<file path="config.mk">
export PLATFORM = sky130hd
export DESIGN_NAME = par_to_ser_buffered
export DESIGN_NICKNAME = d
export VERILOG_FILES = /design/src/rtl/par_to_ser_buffered.sv
export SDC_FILE = /design/constraint.sdc
export NUM_CORES = 1
export LEC_CHECK = 0
export CORE_MARGIN = 4
export CORE_UTILIZATION = 65
export CTS_BUF_LIST = sky130_fd_sc_hd__clkbuf_4
export CTS_CLUSTER_SIZE = 40
export DETAILED_ROUTE_END_ITERATION = 10
export GPL_TIMING_DRIVEN = 1
export PLACE_DENSITY = 0.87
export REMOVE_ABC_BUFFERS = 1
export SLEW_MARGIN = 20
export SYNTH_ARGS = -nofsm -noshare
export SYNTH_HDL_FRONTEND = slang
export SYNTH_SLANG_ARGS = --single-unit
export TNS_END_PERCENT = 50
</file>
<file path="constraint.sdc">
create_clock -name SerClock -period 3.6 [get_ports SerClock]
set_input_delay 0.9 -clock SerClock [delete_from_list [all_inputs] [get_ports SerClock]]
set_output_delay 0.9 -clock SerClock [all_outputs]
set_load 0.01 [all_outputs]
</file>
<file path="src/rtl/par_to_ser_buffered.sv">
// Buffered parallel-to-serial converter: valid/ready words enter a DEPTH-entry FIFO
// and leave one bit per SerClock edge, with selectable bit order and inter-word gap.
module par_to_ser_buffered #(
    parameter int WIDTH     = 16,
    parameter int DEPTH     = 4,
    parameter int LSB_FIRST = 0,
    parameter int GAP       = 1
) (
    input  logic                       SerClock,
    input  logic                       ResetN,
    input  logic                       ParValid,
    output logic                       ParReady,
    input  logic [WIDTH-1:0]           BusIn,
    output logic                       SerOut,
    output logic                       SerValidFlag,
    output logic                       FrameStart,
    output logic                       Busy,
    output logic [$clog2(DEPTH+1)-1:0] Count
);

    localparam int PTR_W    = (DEPTH > 1) ? $clog2(DEPTH) : 1;
    localparam int CNT_W    = $clog2(DEPTH + 1);
    localparam int IDX_W    = $clog2(WIDTH);
    localparam int GAP_W    = (GAP > 1) ? $clog2(GAP) : 1;
    localparam int GAP_LAST = (GAP > 0) ? GAP - 1 : 0;

    typedef enum logic [1:0] {
        S_IDLE,
        S_SHIFT,
        S_GAP
    } state_e;

    logic [WIDTH-1:0] mem_q [DEPTH];
    logic [PTR_W-1:0] wr_ptr_q, rd_ptr_q;
    logic [CNT_W-1:0] count_q, count_d;

    state_e           state_q;
    logic [WIDTH-1:0] shreg_q;
    logic [IDX_W-1:0] idx_q;
    logic [GAP_W-1:0] gap_cnt_q;
    logic             ser_out_q, ser_vld_q, frame_q;

    logic             push, pop, last_bit, gap_done;
    logic [WIDTH-1:0] head;

    assign ParReady = (count_q < CNT_W'(DEPTH));
    assign push     = ParValid && ParReady;
    assign head     = mem_q[rd_ptr_q];
    assign last_bit = (idx_q == IDX_W'(WIDTH - 1));
    assign gap_done = (gap_cnt_q == GAP_W'(GAP_LAST));

    // A word may leave the FIFO when the line is idle, the gap has expired, or
    // (with no gap) the current word is finishing; there is no empty bypass.
    assign pop = (count_q != '0) &&
                 ((state_q == S_IDLE) ||
                  (state_q == S_GAP && gap_done) ||
                  (state_q == S_SHIFT && last_bit && GAP == 0));

    // NOTE: every signal assigned in always_comb gets a default first, so no latch is inferred.
    always_comb begin
        count_d = count_q;
        case ({push, pop})
            2'b10:   count_d = count_q + CNT_W'(1);
            2'b01:   count_d = count_q - CNT_W'(1);
            default: count_d = count_q;
        endcase
    end

    // NOTE: sequential state uses non-blocking assignments so every register samples pre-edge values.
    always_ff @(posedge SerClock or negedge ResetN) begin
        if (!ResetN) begin
            wr_ptr_q <= '0;
            rd_ptr_q <= '0;
            count_q  <= '0;
        end else begin
            count_q <= count_d;
            if (push) begin
                wr_ptr_q <= (wr_ptr_q == PTR_W'(DEPTH - 1)) ? '0 : wr_ptr_q + PTR_W'(1);
            end
            if (pop) begin
                rd_ptr_q <= (rd_ptr_q == PTR_W'(DEPTH - 1)) ? '0 : rd_ptr_q + PTR_W'(1);
            end
        end
    end

    // NOTE: storage has no reset; the reset pointers and count make stale contents unreachable.
    always_ff @(posedge SerClock) begin
        if (push) begin
            mem_q[wr_ptr_q] <= BusIn;
        end
    end

    always_ff @(posedge SerClock or negedge ResetN) begin
        if (!ResetN) begin
            state_q   <= S_IDLE;
            shreg_q   <= '0;
            idx_q     <= '0;
            gap_cnt_q <= '0;
            ser_out_q <= 1'b0;
            ser_vld_q <= 1'b0;
            frame_q   <= 1'b0;
        end else begin
            frame_q <= 1'b0;
            if (pop) begin
                state_q   <= S_SHIFT;
                idx_q     <= '0;
                ser_vld_q <= 1'b1;
                frame_q   <= 1'b1;
                ser_out_q <= (LSB_FIRST != 0) ? head[0] : head[WIDTH-1];
                shreg_q   <= (LSB_FIRST != 0) ? (head >> 1) : (head << 1);
            end else begin
                case (state_q)
                    S_SHIFT: begin
                        if (last_bit) begin
                            ser_vld_q <= 1'b0;
                            ser_out_q <= 1'b0;
                            gap_cnt_q <= '0;
                            state_q   <= (GAP > 0) ? S_GAP : S_IDLE;
                        end else begin
                            idx_q     <= idx_q + IDX_W'(1);
                            ser_out_q <= (LSB_FIRST != 0) ? shreg_q[0] : shreg_q[WIDTH-1];
                            shreg_q   <= (LSB_FIRST != 0) ? (shreg_q >> 1) : (shreg_q << 1);
                        end
                    end
                    S_GAP: begin
                        if (gap_done) begin
                            state_q <= S_IDLE;
                        end else begin
                            gap_cnt_q <= gap_cnt_q + GAP_W'(1);
                        end
                    end
                    default: begin
                        state_q <= S_IDLE;
                    end
                endcase
            end
        end
    end

    assign SerOut       = ser_out_q;
    assign SerValidFlag = ser_vld_q;
    assign FrameStart   = frame_q;
    assign Busy         = (state_q != S_IDLE) || (count_q != '0);
    assign Count        = count_q;

endmodule

</file>
==> summary.txt <==
Job
  – Max-cap check violation count: 0

GRT
  – First-pass GRT wire length: about 12000 um
  – Total grt overflow: 0
  – Largest net degree at the start of global routing: 32
  – Vias in the first global route: 2253
  – Antenna violations before repair: 0
  – Global-route total usage across every layer: 0.2101

Worst setup path
  – Origin of the worst setup path: Count[0]
  – Arrival time reported for the critical path endpoint: 1830 ps
  – Start of the worst register-to-register path: Count[0]
  – Startpoint class of the critical path: register
  – Critical path start-end classification: reg -> out
  – Critical path fanouts, max: 5
  – Required time at the endpoint of the critical path: around 2700 ps
  – Kind of capture point of the worst setup path: primary output
  – End of the worst register-to-register path: Count[2]
  – Logic depth of the worst register-to-register path: 9
  – Slack of the worst reg-to-reg path: approximately 1100 ps

Timing
  – Relative slew slack: 0.3738
  – Unrepaired setup endpoints after global routing: no
  – Final Slew Violations: 0
  – Fin crit period: ~2700 ps
  – Transition at the pin with the smallest max-transition slack: 939.3 ps
  – Share of the clock period used by the worst path: 0.7587
  – Worst Clk Skew: 13.89 ps
  – Setup-failing EPs final: 0
  – Hold Worst Slack: 532.0 ps
  – Hold Fails Final Rpt: 0
  – Final setup TNS: 0 ps
  – Highest Clock Rate: 0.3661 GHz

Hold path
  – Hold Path End: SerOut
  – Hold Path Class: reg -> reg
  – Worst hold start: shreg_q[15]
  – WHS Path Cells: 1

Yosys
  – Number of distinct library cells after synthesis: 36
  – Synth top area share: 0.4861
  – Gate count of the mapped netlist: 252
  – Cell area after synthesis: 3954 um2
  – Most area-consuming cells after synthesis: edfxtp_1 49%, dfrtp_1 20%, mux4_1 8.0%, o21ai_0 2.5%, mux4_2 2.3%
  – Top FF cell, synth: edfxtp_1
  – Leading post-synthesis cells by instance count: 64 x edfxtp_1, 31 x dfrtp_1, 20 x o21ai_0
  – Synth warn: 0
  – Dominant cell by count in the synthesized netlist: edfxtp_1
  – Number of register bits inferred by synthesis: 95
  – Post-synthesis cell type with the largest combined area: edfxtp_1
  – Asr flop ratio synth: 0.3263
  – Count of flip-flops with a built-in enable after synthesis: between 60 and 70
  – Mapped Avg Cell Area: 15.69 um2
  – Sequential element share of the synthesized area: 0.6823

Floorplan
  – Overall die area: 7394 um2
  – Row count: 28
  – Ports placed on the boundary: 27
  – Initial core utilization: 0.6678
  – Floorplan core area: 5921 um2
  – Width of the die: 85.99 um
  – Die boundary height: 85.99 um

Clock tree
  – Post-CTS setup buffers: 0
  – Clock transition time at the flip-flop clock pins of the worst setup and hold paths: 150 ps
  – Clock Latency Late Sink: 430 ps
  – Total number of H-tree levels: 3
  – Clock buffer depth: 2
  – Clock tree from TritonCTS: done
  – CTS sink count: 95
  – CTS Root Cell: clkbuf_4
  – Total of hold buffers inserted after clock tree synthesis: 0
  – Post-CTS sizing: 0
  – TritonCTS Buffers: 9

Placed design
  – Placer Congestion: 0.8253
  – # port buffers: 26
  – Detailed placer's ending HPWL: 4473 um

Cells and area
  – Synth-to-Final Area Change: 11.87%
  – Share of post-route cells with drive strength above 1: 0.1162
  – Final layout net count: 306
  – Filler Cell Count: 363
  – Area used by sequential logic in the layout: 2698 um2
  – Area of combinational cells with multiple inputs: 1125 um2
  – Number of antenna cells inserted: 0

Power and ir drop
  – Leakage Power: roughly 1.6 nW
  – Total power per unit cell area: 751.1 nW/um2
  – Max rail drop VDD: around 450 uV

Drt
  – Total iterations of the first detailed-routing run: 4
  – Vias: 2244
  – Number of design rule violations left after detail routing: 0
  – Detailed router's first-iteration violation count: ~220
  – Routed length per placed instance: 19.20 um
  – Vias per inst: 6.251
  – Number of routed nets with antenna violations: 0
  – Wire length reported by the detailed router: 6893 um

Status
  – Result of the run: completed
critical path, cell delays in order, from the launching register on:
cell and delay [ps]:
dfrtp_1 450, nor3_2 380, nand2_1 80, clkdlybuf4s50_1 490
how the worst max path moves through the flow:
stage,end,depth (start not counted)
floorplan,Count[2],9
global placement,Count[2],9
detailed placement,Count[2],9
CTS,Busy,3
global route,Busy,3
finish,Busy,3
flip-flops by register name, summed over array words and instances (netlist names):
register      cells
idx_q             4
mem_q            64
state_q           2
shreg_q          15
FrameStart        1
Count             3
SerOut            1
rd_ptr_q          2
SerValidFlag      1
wr_ptr_q          2
metrics by stage:
| step | std cells | worst slack, ps | cell area, um2 | util | power (mW) |
|---|---|---|---|---|---|
| 2_1_floorplan | 234 | 638.8 | 3851 | - | 2.349 |
| 3_3_place_gp | 343 | 870.9 | 4270 | 0.7213 | 2.680 |
| 3_5_place_dp | 343 | 763.4 | 4270 | 0.7213 | 2.749 |
| 4_1_cts | 359 | 817.2 | 4423 | 0.7470 | 3.341 |
| 5_1_grt | 359 | 668.3 | 4423 | 0.7470 | 3.537 |
| 6_report | 359 | 868.7 | 4423 | 0.7470 | 3.322 |
cell usage in the layout, fill, tap and decap left out, types with 6 or more instances in the layout:
| master | count |
|---|---|
| a31oi_1 | 14 |
| buf_4 | 8 |
| clkbuf_4 | 9 |
| clkdlybuf4s50_1 | 26 |
| dfrtp_1 | 31 |
| edfxtp_1 | 64 |
| ha_1 | 7 |
| inv_1 | 8 |
| mux4_1 | 12 |
| nand2_1 | 6 |
| nand3_1 | 17 |
| nor2_1 | 6 |
| nor3_1 | 15 |
| o21ai_0 | 20 |
cell type report:
class / count / area share
inverters: 9 / 0.007638
clock buffers: 9 / 0.01528
multi-input cells: 130 / 0.2543
well taps: 75 / 0.02122
repair buffers: 34 / 0.07242
clock inverters: 7 / 0.01924
flip-flops and latches: 95 / 0.6099
per-layer routing:
metal	wire length, um	vias to the layer above	track usage	part of all wire
met3	341	13	0.04419	0.049
li1	-	1024	-	-
met1	2976	1140	0.2862	0.43
met2	3454	67	0.3329	0.50
met4	120	0	0.08777	0.017
met5	0	-	0	0
power by group:
part           switching (mW)  internal (mW)  leakage (nW)  total, mW
logic                   0.521          0.537         0.586       1.06
registers               0.220           1.44         0.954       1.66
clock network           0.374          0.227        0.0834      0.602
kinds of logic (layout without fill, tap and decap cells):
family                   Yosys count  in the layout  synth area share
AO/OA/AOI/OAI                     41             41           0.06045
XOR/XNOR                           3              3          0.006647
adder cells (fa/ha/maj)            8              8           0.02721
buffers and inverters             27             59           0.03449
flip-flops                        95             95            0.6823
multiplexers                      21             21            0.1161
AND/OR/NAND/NOR                   57             57           0.07279
Power figures use the tool's default switching activity.
